==> src/rtl/ram_block_mover_if.sv <==
// ============================================================================
//  Module   : ram_block_mover_if
//  Brief    : Control handshake and single-port RAM bus for the block mover.
//  Revision : 1.0
// ============================================================================
`default_nettype none

interface ram_block_mover_if #(
    parameter int WIDTH = 32,
    parameter int DEPTH = 1024
);
    localparam int AW = $clog2(DEPTH);

    logic             start;
    logic             mode;
    logic [AW-1:0]    src_addr;
    logic [AW-1:0]    dst_addr;
    logic [AW:0]      length;
    logic [WIDTH-1:0] fill_value;
    logic             busy;
    logic             done;
    logic [AW-1:0]    ram_addr;
    logic             ram_wren;
    logic [WIDTH-1:0] ram_data_in;
    logic [WIDTH-1:0] ram_data_out;

    // Controller side: issues requests, owns the RAM read data path.
    modport master (
        output start, mode, src_addr, dst_addr, length, fill_value, ram_data_out,
        input  busy, done, ram_addr, ram_wren, ram_data_in
    );

    // Mover side.
    modport slave (
        input  start, mode, src_addr, dst_addr, length, fill_value, ram_data_out,
        output busy, done, ram_addr, ram_wren, ram_data_in
    );
endinterface

`default_nettype wire

==> src/rtl/ram_block_mover.sv <==
// ============================================================================
//  Module   : ram_block_mover
//  Brief    : Block COPY / FILL engine driving a single-port RAM directly.
//  Revision : 1.0
// ============================================================================
`default_nettype none

module ram_block_mover #(
    parameter int WIDTH = 32,
    parameter int DEPTH = 1024
) (
    input  wire logic         CLOCK,
    input  wire logic         RESET_N,
    ram_block_mover_if.slave  bus
);
    localparam int AW = $clog2(DEPTH);
    localparam logic [AW:0] c_DEPTH = (AW + 1)'(DEPTH);

    typedef enum logic [1:0] {
        S_IDLE = 2'd0,
        S_RD   = 2'd1,
        S_WR   = 2'd2,
        S_DONE = 2'd3
    } state_t;

    state_t           r_state;
    logic             r_mode;
    logic [AW-1:0]    r_src;
    logic [AW-1:0]    r_dst;
    logic [AW:0]      r_len;
    logic [AW:0]      r_idx;
    logic [WIDTH-1:0] r_fill;

    logic [AW:0]      w_len;
    logic [AW:0]      w_idx_next;
    logic             w_last;

    assign w_len      = (bus.length > c_DEPTH) ? c_DEPTH : bus.length;
    assign w_idx_next = r_idx + 1'b1;
    assign w_last     = (w_idx_next == r_len);

    // RAM bus outputs are loaded on the edge that enters each state, so the
    // values seen during RD/WR are already stable registers.
    always_ff @(posedge CLOCK or negedge RESET_N) begin
        if (!RESET_N) begin
            r_state         <= S_IDLE;
            r_mode          <= 1'b0;
            r_src           <= '0;
            r_dst           <= '0;
            r_len           <= '0;
            r_idx           <= '0;
            r_fill          <= '0;
            bus.busy        <= 1'b0;
            bus.done        <= 1'b0;
            bus.ram_addr    <= '0;
            bus.ram_wren    <= 1'b0;
            bus.ram_data_in <= '0;
        end else begin
            case (r_state)
                S_IDLE: begin
                    if (bus.start) begin
                        r_mode <= bus.mode;
                        r_src  <= bus.src_addr;
                        r_dst  <= bus.dst_addr;
                        r_len  <= w_len;
                        r_fill <= bus.fill_value;
                        r_idx  <= '0;
                        if (w_len == '0) begin
                            r_state  <= S_DONE;
                            bus.done <= 1'b1;
                        end else if (bus.mode) begin
                            r_state         <= S_WR;
                            bus.busy        <= 1'b1;
                            bus.ram_addr    <= bus.dst_addr;
                            bus.ram_wren    <= 1'b1;
                            bus.ram_data_in <= bus.fill_value;
                        end else begin
                            r_state      <= S_RD;
                            bus.busy     <= 1'b1;
                            bus.ram_addr <= bus.src_addr;
                        end
                    end
                end
                S_RD: begin
                    r_state         <= S_WR;
                    bus.ram_addr    <= r_dst + r_idx[AW-1:0];
                    bus.ram_wren    <= 1'b1;
                    bus.ram_data_in <= bus.ram_data_out;
                end
                S_WR: begin
                    r_idx <= w_idx_next;
                    if (w_last) begin
                        r_state      <= S_DONE;
                        bus.busy     <= 1'b0;
                        bus.done     <= 1'b1;
                        bus.ram_wren <= 1'b0;
                    end else if (r_mode) begin
                        bus.ram_addr    <= r_dst + w_idx_next[AW-1:0];
                        bus.ram_data_in <= r_fill;
                    end else begin
                        r_state      <= S_RD;
                        bus.ram_addr <= r_src + w_idx_next[AW-1:0];
                        bus.ram_wren <= 1'b0;
                    end
                end
                S_DONE: begin
                    r_state  <= S_IDLE;
                    bus.done <= 1'b0;
                end
                default: begin
                    r_state      <= S_IDLE;
                    bus.busy     <= 1'b0;
                    bus.done     <= 1'b0;
                    bus.ram_wren <= 1'b0;
                end
            endcase
        end
    end
endmodule

`default_nettype wire

==> src/flat_wrapper.sv <==
// flat-port wrapper written by rule: the top's interface ports become plain ports
module ram_block_mover_flat 
#(
    parameter int WIDTH = 32,
    parameter int DEPTH = 1024
)
  (CLOCK, RESET_N, bus_start, bus_mode, bus_src_addr, bus_dst_addr, bus_length, bus_fill_value, bus_ram_data_out, bus_busy, bus_done, bus_ram_addr, bus_ram_wren, bus_ram_data_in);
  ram_block_mover_if #(.WIDTH(WIDTH), .DEPTH(DEPTH)) bus_i ();
  input  wire logic CLOCK;
  input  wire logic RESET_N;
  input wire logic [$bits(bus_i.start)-1:0] bus_start;
  input wire logic [$bits(bus_i.mode)-1:0] bus_mode;
  input wire logic [$bits(bus_i.src_addr)-1:0] bus_src_addr;
  input wire logic [$bits(bus_i.dst_addr)-1:0] bus_dst_addr;
  input wire logic [$bits(bus_i.length)-1:0] bus_length;
  input wire logic [$bits(bus_i.fill_value)-1:0] bus_fill_value;
  input wire logic [$bits(bus_i.ram_data_out)-1:0] bus_ram_data_out;
  output wire logic [$bits(bus_i.busy)-1:0] bus_busy;
  output wire logic [$bits(bus_i.done)-1:0] bus_done;
  output wire logic [$bits(bus_i.ram_addr)-1:0] bus_ram_addr;
  output wire logic [$bits(bus_i.ram_wren)-1:0] bus_ram_wren;
  output wire logic [$bits(bus_i.ram_data_in)-1:0] bus_ram_data_in;
  assign bus_i.start = bus_start;
  assign bus_i.mode = bus_mode;
  assign bus_i.src_addr = bus_src_addr;
  assign bus_i.dst_addr = bus_dst_addr;
  assign bus_i.length = bus_length;
  assign bus_i.fill_value = bus_fill_value;
  assign bus_i.ram_data_out = bus_ram_data_out;
  assign bus_busy = bus_i.busy;
  assign bus_done = bus_i.done;
  assign bus_ram_addr = bus_i.ram_addr;
  assign bus_ram_wren = bus_i.ram_wren;
  assign bus_ram_data_in = bus_i.ram_data_in;
  ram_block_mover #(.WIDTH(WIDTH), .DEPTH(DEPTH)) u_core (.CLOCK(CLOCK), .RESET_N(RESET_N), .bus(bus_i));
endmodule
==> config.mk <==
export PLATFORM = sky130hd
export DESIGN_NAME = ram_block_mover_flat
export DESIGN_NICKNAME = d
export VERILOG_FILES = /design/src/rtl/ram_block_mover_if.sv /design/src/rtl/ram_block_mover.sv /design/src/flat_wrapper.sv
export SDC_FILE = /design/constraint.sdc
export NUM_CORES = 1
export LEC_CHECK = 0
export ABC_AREA = 0
export BUFFER_PORTS_ARGS = -buffer_cell sky130_fd_sc_hd__buf_2
export CAP_MARGIN = 15
export CORE_MARGIN = 5
export CORE_UTILIZATION = 31
export CTS_CLUSTER_DIAMETER = 100
export DETAILED_ROUTE_END_ITERATION = 12
export HOLD_SLACK_MARGIN = 0.05
export PLACE_DENSITY = 0.52
export SYNTH_ARGS = -nofsm -noshare
export SYNTH_HDL_FRONTEND = slang
export SYNTH_SLANG_ARGS = --single-unit
==> constraint.sdc <==
create_clock -name CLOCK -period 8.4 [get_ports CLOCK]
set_input_delay 0.84 -clock CLOCK [delete_from_list [all_inputs] [get_ports CLOCK]]
set_output_delay 0.84 -clock CLOCK [all_outputs]
set_load 0.01 [all_outputs]
Word-level counts from Yosys, hierarchy flattened
Index checks and enable logic that the tools add are counted.
{"block": "op_classes", "addsub": 4, "order_cmp": 1, "n_eq_ne": 12, "mux": 35, "reduce_logical": 13}
{"operator": "two-way mux 32 bit", "count": 5}
{"operator": "one-hot mux 32 bit (3 select lines)", "count": 1}
{"operator": "two-way mux 10 bit", "count": 5}
{"operator": "adder 10 bit", "count": 3}
{"operator": "one-hot mux 10 bit (3 select lines)", "count": 1}
{"operator": "two-way mux 11 bit", "count": 2}
{"operator": "one-hot mux 11 bit (2 select lines)", "count": 1}
{"operator": "AND reduction 4 bit", "count": 3}
{"operator": "adder 11 x 1 -> 11 bit, second input constant", "count": 1}
{"operator": "equality test 11 bit", "count": 1}
{"operator": "greater-than comparator 11 bit, second input constant", "count": 1}
{"operator": "logical NOT 11 bit", "count": 1}
{"operator": "two-way mux 1 bit", "count": 11}
{"operator": "two-way mux 2 bit", "count": 5}
{"operator": "!= test 2 bit, second input constant", "count": 4}
{"operator": "one-hot mux 2 bit (4 select lines)", "count": 1}
{"operator": "!= test 2 x 1 -> 1 bit, second input constant", "count": 3}
{"operator": "one-hot mux 1 bit (3 select lines)", "count": 2}
{"operator": "AND reduction 2 bit", "count": 3}
{"operator": "AND reduction 6 bit", "count": 1}
{"operator": "nonzero test 3 bit", "count": 2}
{"operator": "AND reduction 5 bit", "count": 1}
{"operator": "equality test 2 bit, second input constant", "count": 2}
{"operator": "!= test 3 bit, second input constant", "count": 1}
{"operator": "4 further kinds", "count": 4}
{"block": "totals", "regBits": 122}

Depth between registers and ports, before layout
Gate-level depths: netlist of run 1.
{"block": "logic_depth", "ltp_word": 6, "ltp_mapped": 12, "ltp_nobuf": 12}

Least setup slack after synthesis of run 1
Ideal clock, no wire load.
{"block": "synth_path", "path_kind": "register to register", "start": "register u_core.r_mode", "end": "register u_core.bus.ram_addr[8]", "t_arrival_ns": 2.858, "required_ns": 8.275, "setup_slack_ns": 5.418, "path_stages_with_launch": 12, "cell_sequence": "dfrtp_1 -> clkbuf_1 -> mux2_2 -> ha_1 -> fa_1 -> a21oi_1 -> o21ai_0 -> nand2_1 -> a21oi_1 -> xor2_1 -> a311o_1 -> mux2_2"}
{"block": "synth_via", "elab_chain_len": 3}
{"item": "start, declared", "line_no": "ram_block_mover.sv:27", "rtl": "logic r_mode;"}
{"item": "start signal, assigned", "line_no": "ram_block_mover.sv:62", "rtl": "r_mode <= bus.mode;"}
{"item": "two-way mux 10 bit", "line_no": "ram_block_mover.sv:97", "rtl": "end else if (r_mode) begin"}
{"item": "two-way mux 10 bit", "line_no": "ram_block_mover.sv:92", "rtl": "if (w_last) begin"}
{"item": "one-hot mux 10 bit (3 select lines)", "line_no": "ram_block_mover.sv:59", "rtl": "case (r_state)"}
{"item": "end signal, assigned", "line_no": "ram_block_mover.sv:74", "rtl": "bus.ram_addr <= bus.dst_addr;"}
{"item": "end signal, assigned", "line_no": "ram_block_mover.sv:98", "rtl": "bus.ram_addr <= r_dst + w_idx_next[AW-1:0];"}
{"item": "end signal, assigned", "line_no": "ram_block_mover.sv:102", "rtl": "bus.ram_addr <= r_src + w_idx_next[AW-1:0];"}
{"item": "end, declared", "line_no": "ram_block_mover_if.sv:36", "rtl": "output busy, done, ram_addr, ram_wren, ram_data_in"}
Every way passes these cells. The select of a mux whose other input is x is not followed.
A chain may end at the register's enable or synchronous reset.

Worst setup path in the final report of run 1
{"block": "layout_path", "start": "register u_core.r_idx[0]", "end": "register u_core.bus.ram_data_in[9]"}
{"block": "layout_via", "elab_chain_len": 4}
{"item": "start, declared", "line_no": "ram_block_mover.sv:31", "rtl": "logic [AW:0] r_idx;"}
{"item": "start signal, assigned", "line_no": "ram_block_mover.sv:91", "rtl": "r_idx <= w_idx_next;"}
{"item": "adder 11 x 1 -> 11 bit", "line_no": "ram_block_mover.sv:39", "rtl": "assign w_idx_next = r_idx + 1'b1;"}
{"item": "equality test 11 bit", "line_no": "ram_block_mover.sv:40", "rtl": "assign w_last = (w_idx_next == r_len);"}
{"item": "!= test 2 bit (no source line)"}
{"item": "AND reduction 6 bit (no source line)"}
{"item": "end signal, assigned", "line_no": "ram_block_mover.sv:76", "rtl": "bus.ram_data_in <= bus.fill_value;"}
{"item": "end signal, assigned", "line_no": "ram_block_mover.sv:88", "rtl": "bus.ram_data_in <= bus.ram_data_out;"}
{"item": "end signal, assigned", "line_no": "ram_block_mover.sv:99", "rtl": "bus.ram_data_in <= r_fill;"}
{"item": "end, declared", "line_no": "ram_block_mover_if.sv:36"}
Every way passes these cells.

==> results of run 1 <==
-- synth_stat cells (all sizes together), types with 3 or more instances --
cell type | count | share of area [%]
nor2b | 7 | 0.58
inv | 15 | 0.75
nand4 | 3 | 0.65
xnor2 | 13 | 1.5
dlygate4sd1 | 4 | 0.47
or2 | 3 | 0.25
nand3 | 14 | 1.2
a221oi | 5 | 0.58
dfrtp | 122 | 41
mux2i | 23 | 3.1
nor4 | 3 | 0.45
o31ai | 4 | 0.58
a22o | 4 | 0.47
clkbuf | 28 | 1.4
ha | 24 | 4.0
o41ai | 3 | 0.35
xor2 | 7 | 0.82
or3 | 4 | 0.33
o21ai | 34 | 2.3
a21oi | 54 | 3.8
mux2 | 102 | 17
nor2 | 58 | 3.0
nand2b | 16 | 1.3
a22oi | 36 | 3.6
a211oi | 8 | 0.97
buf | 14 | 1.7
o211ai | 3 | 0.30
o221ai | 3 | 0.35
nand2 | 47 | 2.4
nor3 | 11 | 0.73
-- cell families (layout without fill, tap and decap cells) --
logic type               after synthesis  in the layout  synth area share (%)
buffers and inverters                 62            197                  4.38
multiplexers                         125            125                  19.9
other                                  0              2                     0
AND/OR/NAND/NOR                      174            174                  11.7
adder cells (fa/ha/maj)               26             26                  4.53
XOR/XNOR                              23             23                  3.25
AO/OA/AOI/OAI                        174            174                  15.7
flip-flops                           122            122                  40.7
-- how the worst max path moves through the flow --
stage                          from                          to  slack [ns]  depth (start not counted)
detailed placement  u_core.r_idx[0]  u_core.bus.ram_data_in[10]        4.98                          8
global placement    u_core.r_idx[0]  u_core.bus.ram_data_in[10]        4.99                          9
CTS                 u_core.r_idx[0]   u_core.bus.ram_data_in[9]        4.93                          9
global route        u_core.r_idx[0]   u_core.bus.ram_data_in[9]        4.64                          9
finish              u_core.r_idx[0]   u_core.bus.ram_data_in[9]        4.92                          9
floorplan             u_core.r_mode      u_core.bus.ram_addr[8]        5.42                         11
-- power groups by stage --
stage                     sequential (µW)  clock [µW]  combinational (µW)
after floorplan                       614           0                17.7
after global placement                612           0                74.5
after detailed placement              611           0                74.9
after CTS                             601         810                75.0
after global routing                  601         838                81.3
final                                 601         790                72.8
-- routing by layer --
layer / vias to the layer above / wire length, µm / track usage (%)
li1: 2821 / - / -
met1: 2810 / 9440 / 20.0
met2: 148 / 9470 / 23.7
met3: 23 / 1150 / 4.74
met4: 6 / 323 / 4.41
met5: - / 34 / 0
-- state kept, by name, indices dropped and copies added, names as in the netlist --
| signal | flops |
|---|---|
| u_core.bus.busy | 1 |
| u_core.r_fill | 32 |
| u_core.bus.ram_addr | 10 |
| u_core.r_idx | 11 |
| u_core.bus.ram_data_in | 32 |
| u_core.bus.done | 1 |
| u_core.r_src | 10 |
| u_core.r_state | 2 |
| u_core.r_mode | 1 |
| u_core.bus.ram_wren | 1 |
| u_core.r_len | 11 |
| u_core.r_dst | 10 |
-- cell type report --
cell class,instances,share of cell area [%]
Sequential cell,122,33.7
Tap cell,324,4.48
Multi-Input combinational cell,522,45.7
Inverter,16,0.664
Antenna cell,2,0.0553
Clock inverter,15,2.24
Clock buffer,17,4.70
Timing Repair Buffer,149,8.44
-- worst max-delay path: cells and delay by family, from the launching register on --
kind | cells | cell delay (ns)
AND/OR/NAND/NOR | 1 | 0.19
buffers and inverters | 1 | 0.51
adder cells (fa/ha/maj) | 1 | 0.34
flip-flops | 1 | 0.54
multiplexers | 1 | 0.40
AO/OA/AOI/OAI | 5 | 1.34
-- metrics by stage --
step	setup slack, ns	power, µW	hold slack (ns)	instances
finish	4.92	1460	0.477	1167
global route	4.64	1520	0.513	1166
CTS	4.93	1490	0.485	1165
detailed placement	4.98	686	0.471	1133
global placement	4.99	686	0.464	1133
floorplan	5.42	632	0.470	706
==> qor.yml, run 1 <==
sta:
  timing.fmax_mhz: 287
  maxSlewHeadroom_pct: 35.2
  tightestPinTransition_ns: 0.973
  rsz0062_at_grt: "false"
  clock_skew_ns: 0.0109
  tns_ns: 0
  hold_viol: 0
  min_period_ns: 3.48
  finalMaxSlewViolations: 0
  setup_violations: 0
  period_share_pct: 41.4
die:
  fp.dieW_um: 166
  die_area_mm2: 0.0274
  core_area_mm2: 0.0241
  rows: 57
  die_h_um: 166
  start_util_pct: 31.1
  io-pin-count: 144
critical_path:
  worst-path-max-fanout: 32
  crit_path_top_delay_cell: "dfrtp_1"
  r2r_slack_ns: 4.92
  crit-reg2reg-launch: "u_core.r_idx[0]"
  path_class: "flop to flop"
  reg2reg_depth: 9
  endpoint_kind: "flop"
  timing.rr.end: "u_core.bus.ram_data_in[9]"
  critPathLaunchType: "flop"
  arrival_ns: 3.78
  max_stage_delay_ns: 0.54
  path_cells: "ha_1, nand3_2, o21ai_0, a21oi_1, a311oi_2, o31ai_4, a21oi_4, buf_4, mux2_2"
  required_ns: 8.70
power:
  p_leak_uw: 0.00423
  clkPwrFrac_pct: 54.0
  p_sw_uw: 353
  internal-power_uw: 1110
  pwr_density_cell_mw_per_mm2: 162
  irDropWorstVdd_uv: 106
  combPwrFrac_pct: 5.0
  seq_power_share_pct: 41.0
  switching_share_pct: 24.1
detailed_routing:
  num_vias: 5808
  routedWlPerCell_um: 17.5
  finalWirelength_mm: 20.4
  drc: 0
  antenna_left: 0
  drtIter0Drc: 304
  vias_per_cell: 4.98
  first_pass_iters: 5
layout:
  multiInputGateArea_mm2: 0.00413
  filler_cell_count: 2480
  layout.area.seq_mm2: 0.00305
  final_core_util_pct: 37.5
  drive_above_1_share_pct: 35.6
  final_cell_mix: "142 x buf_2, 122 x dfrtp_1, 70 x mux2_2"
  stdcell_area_mm2: 0.00905
  area_growth_pct: 20.5
  final_nets: 953
  final_common_cell: "buf_2"
placement:
  dpl_cell_area_mm2: 0.00841
  io_buffers: 143
  place_congestion: 0.823
  dp_hpwl_mm: 14.2
logic_synthesis:
  synth_nets: 831
  yosys_warnings: 0
  avgSynthCellArea_um2: 10.6
  synthArstFlopShare_pct: 100
  synth-edff-count: 0
  yosysSeqAreaShare_pct: 40.7
  yosysUniqueCellTypes: 70
  netlist_area_mm2: 0.00751
  ys_seq_elements: 122
  dominantRegCellSynth: "dfrtp_1"
  synthCells: 706
cts:
  clk_latency_ns: 0.42
  post_cts_buffers: 0
  cts_resized: 0
  cts_buffer_depth: 2
  cts_made_buffers: 17
  cts_max_level: 4
  path_clk_slew_ns: 0.06
  root_buffer: "clkbuf_16"
  cts_tree: "done"
  clock-sinks: 122
  postCtsHoldBufs: 0
global_route:
  grt_pass1_vias: 5944
  grtUsageTotal_pct: 15.1
  grt_max_degree: 75
  grt_antenna_before_repair: 4
  grt_overflow: 0
  grt_pass1_wl_mm: 33.3
outcome:
  status: "completed"
worst_hold_path:
  hold_class: "primary input to asynchronous set/reset pin"
flow_run:
  maxCapViolCount: 0
(Power assumes the default switching activity.)
==> run 2: changes to the inputs <==
Settings changed: ABC_AREA 0 to 1.
Clock period 8.4 ns to 3.47 ns, I/O delays scaled along.
==> run 2 against run 1 <==
Against the previous run: clock power grew to 2.5 times the previous value; final area shrank 0.55%; die area shrank 2.1%; clock skew grew 0.0064 ns; critical path depth grew 2; count of clock-buffer cells in the layout is the same; global-route usage grew 3.1 points; sequential power grew to 4.4 times the previous value.
==> qor.yml, run 2 <==
layout:
  final_cell_mix: "363 x nand2_1, 142 x buf_2, 122 x dfrtp_1"
  multiInputGateArea_mm2: 0.00372
  final_common_cell: "nand2_1"
  filler_cell_count: 2573
  top_regs: "u_core.bus.ram_data_in x32, u_core.r_fill x32"
  drive_above_1_share_pct: 18.8
  stdcell_area_mm2: 0.00900
  layout.area.seq_mm2: 0.00305
  final_nets: 1280
  final_core_util_pct: 38.4
  area_growth_pct: 22.7
critical_path:
  endpoint_kind: "flop"
  path_class: "flop to flop"
  crit_path_top_delay_cell: "dfrtp_1"
  cpMostUsedCell: "o21ai_0"
  path_buf_inv: 2
  path_cells: "o21ai_0, ha_1, inv_1, o21ai_0, inv_1, nand3_1, nand2_1, nand3_1, o21ai_0, o21ai_0, o21ai_0"
  required_ns: 3.77
  max_stage_delay_ns: 0.82
  arrival_ns: 3.10
  critPathTopFamily: "compound AO/OA/AOI/OAI gates"
  worst-path-max-fanout: 22
  critPathLaunchType: "flop"
flow_run:
  maxCapViolCount: 0
power:
  pwr_density_cell_mw_per_mm2: 1040
  p_leak_uw: 0.00474
  finalPower_uw: 9320
  irDropWorstVdd_uv: 437
logic_synthesis:
  yosys-top-cells-count: "364 x nand2_1, 122 x dfrtp_1, 93 x nand3_1"
  yosys_warnings: 0
  dominantRegCellSynth: "dfrtp_1"
  yosysTopAreaCellShare_pct: 41.6
  yosys-top-cells-area: "dfrtp_1 42%, nand2_1 19%, nand3_1 6.3%"
  ys_seq_elements: 122
  synth-edff-count: 0
  synth_nets: 1153
  synthCells: 1028
  synth.most_common_cell: "nand2_1"
  avgSynthCellArea_um2: 7.14
  yosysSeqAreaShare_pct: 41.6
  yosysTopAreaCell: "dfrtp_1"
  yosysUniqueCellTypes: 37
  synthArstFlopShare_pct: 100
  netlist_area_mm2: 0.00734
sta:
  period_share_pct: 80.7
  hold_viol: 0
  tns_ns: 0
  finalMaxSlewViolations: 0
  maxSlewHeadroom_pct: 50.5
  min_period_ns: 2.80
  timing.fmax_mhz: 357
  rsz0062_at_grt: "false"
  hold-worst-slack_ns: 0.131
  setup_violations: 0
  tightestPinTransition_ns: 0.742
  clock_skew_ns: 0.0172
detailed_routing:
  drtIter0Drc: 493
  num_vias: 7095
  antenna_left: 0
  routedWlPerCell_um: 16.2
  drc: 0
  vias_per_cell: 4.77
  finalWirelength_mm: 24.0
  first_pass_iters: 5
cts:
  root_buffer: "clkbuf_16"
  clk_latency_ns: 0.42
  cts_resized: 0
  cts_tree: "done"
  cts_made_buffers: 17
  clock-sinks: 122
  cts_max_level: 4
  cts_buffer_depth: 2
  path_clk_slew_ns: 0.07
placement:
  place_congestion: 0.876
  dpl_cell_area_mm2: 0.00834
  dp_hpwl_mm: 17.5
  io_buffers: 143
die:
  die_h_um: 164
  start_util_pct: 31.3
  rows: 56
  io-pin-count: 144
  core_area_mm2: 0.0234
  fp.dieW_um: 164
  die_area_mm2: 0.0268
global_route:
  grt_pass1_wl_mm: 38.3
  grt_pass1_vias: 6997
  grt_max_degree: 80
  grt_overflow: 0
  grtUsageTotal_pct: 18.2
  grt_antenna_before_repair: 5
worst_hold_path:
  hold_class: "primary input to flop"
outcome:
  status: "completed"
-- run 2: changes by cell type after synthesis, sizes merged, moves of 12 or more --
cell / delta
nand3: +81
a21oi: +36
nand2b: -16
a22oi: -36
nand2: +335
inv: +78
xnor2: -12
o21ai: +35
mux2i: -21
mux2: -102
-- run 2: path summary, 6_finish.rpt --
| kind | startpoint | to | slack [ns] | cells after the start |
|---|---|---|---|---|
| min in group asynchronous | RESET_N | u_core.r_idx[3] | 0.50 | 2 |
| worst min register to register | u_core.bus.ram_data_in[11] | u_core.bus.ram_data_in[11] | 0.47 | 2 |
| max in group asynchronous | RESET_N | u_core.bus.ram_data_in[6] | 2.10 | 3 |
| worst max register to register | u_core.r_mode | u_core.bus.ram_addr[6] | 0.67 | 11 |
| worst min-delay path | bus_fill_value[16] | u_core.r_fill[16] | 0.13 | 3 |
| worst max-delay path | u_core.r_mode | u_core.bus.ram_addr[6] | 0.67 | 11 |
-- run 2: power by group --
part | total (µW) | internal (µW) | switching, µW | leakage (µW)
logic | 4700 | 1620 | 3080 | 0.00289
registers | 2630 | 2120 | 511 | 0.00153
clock network | 1990 | 1240 | 756 | 0.000320
-- run 2: final cells by class --
class                   instances  share of cell area, %
inverters                      94                   3.92
flip-flops and latches        122                   33.9
well taps                     319                   4.44
clock inverters                15                   2.49
multi-input cells             766                   41.4
clock buffers                  17                   4.73
repair buffers                154                   9.07
diodes                          1                 0.0278
-- run 2: per-stage QoR --
stage | instances | setup WS [ns]
2_1_floorplan | 1028 | 1.13
3_3_place_gp | 1454 | 0.714
3_5_place_dp | 1454 | 0.700
4_1_cts | 1487 | 0.686
5_1_grt | 1488 | 0.402
6_report | 1488 | 0.670
-- run 2: cells by family after synthesis --
logic type	count (synthesis)	synth area share, %
and+or+nand+nor	553	32.2
AOI/OAI and AO/OA	179	12.7
buffers and inverters	140	7.68
DFF	122	41.6
adders and majority gates	26	4.64
xor gates and xnor gates	6	0.904
muxes	2	0.273
-- run 2: tightest hold or removal path, delay by kind of cell --
family / cells / cell delay, ns
buf+inv: 1 / 0.09
simple gates: 2 / 0.09
-- run 2: metal layers --
layer	routed length (µm)	track usage, %
met5	42	0
met4	232	3.96
met3	1440	4.92
met2	11200	29.2
met1	11200	24.6
-- run 2: timing repair --
action	4_1_cts	5_1_grt
hold buffers	1	0
buffers inserted	0	0
endpoints found under the hold margin	43	0
setup endpoints to repair	0	0
==> run 3: changes to the inputs <==
Settings changed: PLACE_DENSITY 0.52 to 0.54.
Clock period 3.47 ns to 2.2 ns, I/O delays scaled along.
==> run 3 against run 2 <==
Against the previous run: the run now ends with setup timing left; highest routed layer is now met4; non-clock buffer count increased by 135; final cell count grew 9.0%; clock power is 48% higher.
==> qor.yml, run 3 (same netlist as run 2, synthesis figures left out) <==
cts:
  cts_max_level: 4
  root_buffer: "clkbuf_16"
  clk_latency_ns: 0.42
  cts_buffer_depth: 2
  cts_made_buffers: 17
  path_clk_slew_ns: 0.06
  cts_tree: "done"
  clock-sinks: 122
layout:
  stdcell_area_mm2: 0.0109
  final_nets: 1415
  drive_above_1_share_pct: 32.5
  area_growth_pct: 47.9
  final_cell_count_no_fill: 1622
  antennaDiodeCount: 0
  final_common_cell: "nand2_1"
  final_core_util_pct: 46.4
  final_cell_mix: "308 x nand2_1, 142 x buf_2, 116 x dfrtp_1"
  top_regs: "u_core.bus.ram_data_in x32, u_core.r_fill x32"
placement:
  place_congestion: 0.883
  dp_hpwl_mm: 18.0
  placedCellCount: 1522
  dpl_cell_area_mm2: 0.00896
  io_buffers: 143
sta:
  clock_skew_ns: 0.0116
  timing.fmax_mhz: 426
  period_share_pct: 107
  finalMaxSlewViolations: 0
  hold_viol: 0
  tightestPinTransition_ns: 0.525
  min_period_ns: 2.34
  rsz0062_at_grt: "true"
  setup_violations: 42
  maxSlewHeadroom_pct: 64.9
  setup_ws_ns: -0.145
power:
  p_sw_uw: 7830
  switching_share_pct: 45.0
  finalPower_uw: 17400
  p_leak_uw: 0.00555
  pwr_density_cell_mw_per_mm2: 1600
  seq_power_share_pct: 23.4
  combPwrFrac_pct: 59.6
  internal-power_uw: 9570
  irDropWorstVdd_uv: 842
  clkPwrFrac_pct: 16.9
die:
  core_area_mm2: 0.0234
  io-pin-count: 144
  die_area_mm2: 0.0268
  rows: 56
  fp.dieW_um: 164
  start_util_pct: 31.3
  die_h_um: 164
critical_path:
  cpMostUsedCell: "nand2_2"
  crit-reg2reg-launch: "u_core.r_idx[1]"
  required_ns: 2.54
  reg2reg_depth: 18
  path_class: "flop to flop"
  critPathLaunchType: "flop"
  path_cells: "ha_4, buf_6, inv_2, nand2_2, nand2_2, buf_6, nand2_2, nand2_1, nand3_1, nor2_1, nand2_2, nor2_4, nand3_4, nand2_8, buf_12, buf_12, nand2_2, o21ai_1"
  worst-path-max-fanout: 6
  max_stage_delay_ns: 0.44
  r2r_slack_ns: -0.14
  endpoint_kind: "flop"
  arrival_ns: 2.68
  crit_path_top_delay_cell: "dfrtp_2"
  timing.rr.end: "u_core.bus.ram_addr[3]"
outcome:
  status: "finished with violations"
  violations: "setup timing"
worst_hold_path:
  hold_class: "primary input to flop"
  worstHoldEndpoint: "u_core.r_src[3]"
  min_path_cells: 3
  hold_start: "bus_src_addr[3]"
flow_run:
  maxCapViolCount: 0
detailed_routing:
  vias_per_cell: 4.75
  num_vias: 7706
  drc: 0
  antenna_left: 0
  drtIter0Drc: 431
  first_pass_iters: 5
  routedWlPerCell_um: 15.6
  finalWirelength_mm: 25.4
global_route:
  grt_antenna_before_repair: 0
  grt_pass1_wl_mm: 40.5
  grtUsageTotal_pct: 19.1
  grt_max_degree: 77
  grt_pass1_vias: 7782
  grt_overflow: 0
[run 3: final cells by class]
class	count	area, µm²
well taps	319	399
fillers	2415	12500
inverters	94	358
clock buffers	19	443
repair buffers	289	2150
multi-input cells	766	4270
flip-flops and latches	122	3060
clock inverters	13	168
[run 3: through the flow]
stage	setup TNS (ns)	worst slack, ns	hold WS [ns]
finish	-4.10	-0.145	0.0697
global route	-8.93	-0.282	0.0769
CTS	-3.73	-0.127	0.0556
detailed placement	-3.16	-0.258	0.0752
global placement	-2.76	-0.249	0.0734
floorplan	-0.0149	-0.0149	-0.0756
[run 3: how the worst max path moves through the flow]
stage                     from                endpoint  slack (ns)  cells after the start
6_report       u_core.r_idx[1]  u_core.bus.ram_addr[3]       -0.14                     18
5_1_grt        u_core.r_idx[1]  u_core.bus.ram_addr[9]       -0.28                     15
4_1_cts        u_core.r_idx[0]  u_core.bus.ram_addr[2]       -0.13                     18
3_3_place_gp   u_core.r_idx[1]  u_core.bus.ram_addr[9]       -0.25                     15
3_5_place_dp   u_core.r_idx[1]  u_core.bus.ram_addr[9]       -0.26                     15
2_1_floorplan    u_core.r_mode  u_core.bus.ram_addr[8]       -0.01                     15
[run 3: timing repair]
item | CTS | global route
hold endpoints to repair | 161 | 0
gates resized for setup | 74 | 98
setup buffers | 16 | 7
pin swaps | 13 | 53
hold buffers | 45 | 0
gates cloned | 3 | 0
setup endpoints to repair | 42 | 47
[run 3: power by group through the flow]
stage | clock (µW) | sequential (µW) | combinational [µW]
after floorplan | 0 | 4120 | 5260
after global placement | 0 | 4040 | 8590
after detailed placement | 0 | 4030 | 8630
after CTS | 3010 | 4020 | 9780
after global routing | 3100 | 4210 | 11600
final | 2950 | 4080 | 10400
[run 3: worst max-delay path, delay by kind of cell, from the launching register on]
family	cells	cell delay (ns)
compound gates	1	0.06
flops	1	0.44
buf+inv	5	0.49
simple gates	11	1.06
fa+ha+maj	1	0.20
[run 3: metal layers]
| layer | global-route usage, % | wire length [µm] | up-vias |
|---|---|---|---|
| met4 | 4.77 | 298 | 0 |
| met1 | 25.0 | 11400 | 3664 |
| met5 | 0 | 0 | - |
| met3 | 4.17 | 1210 | 15 |
| met2 | 32.3 | 12500 | 184 |
| li1 | - | - | 3843 |
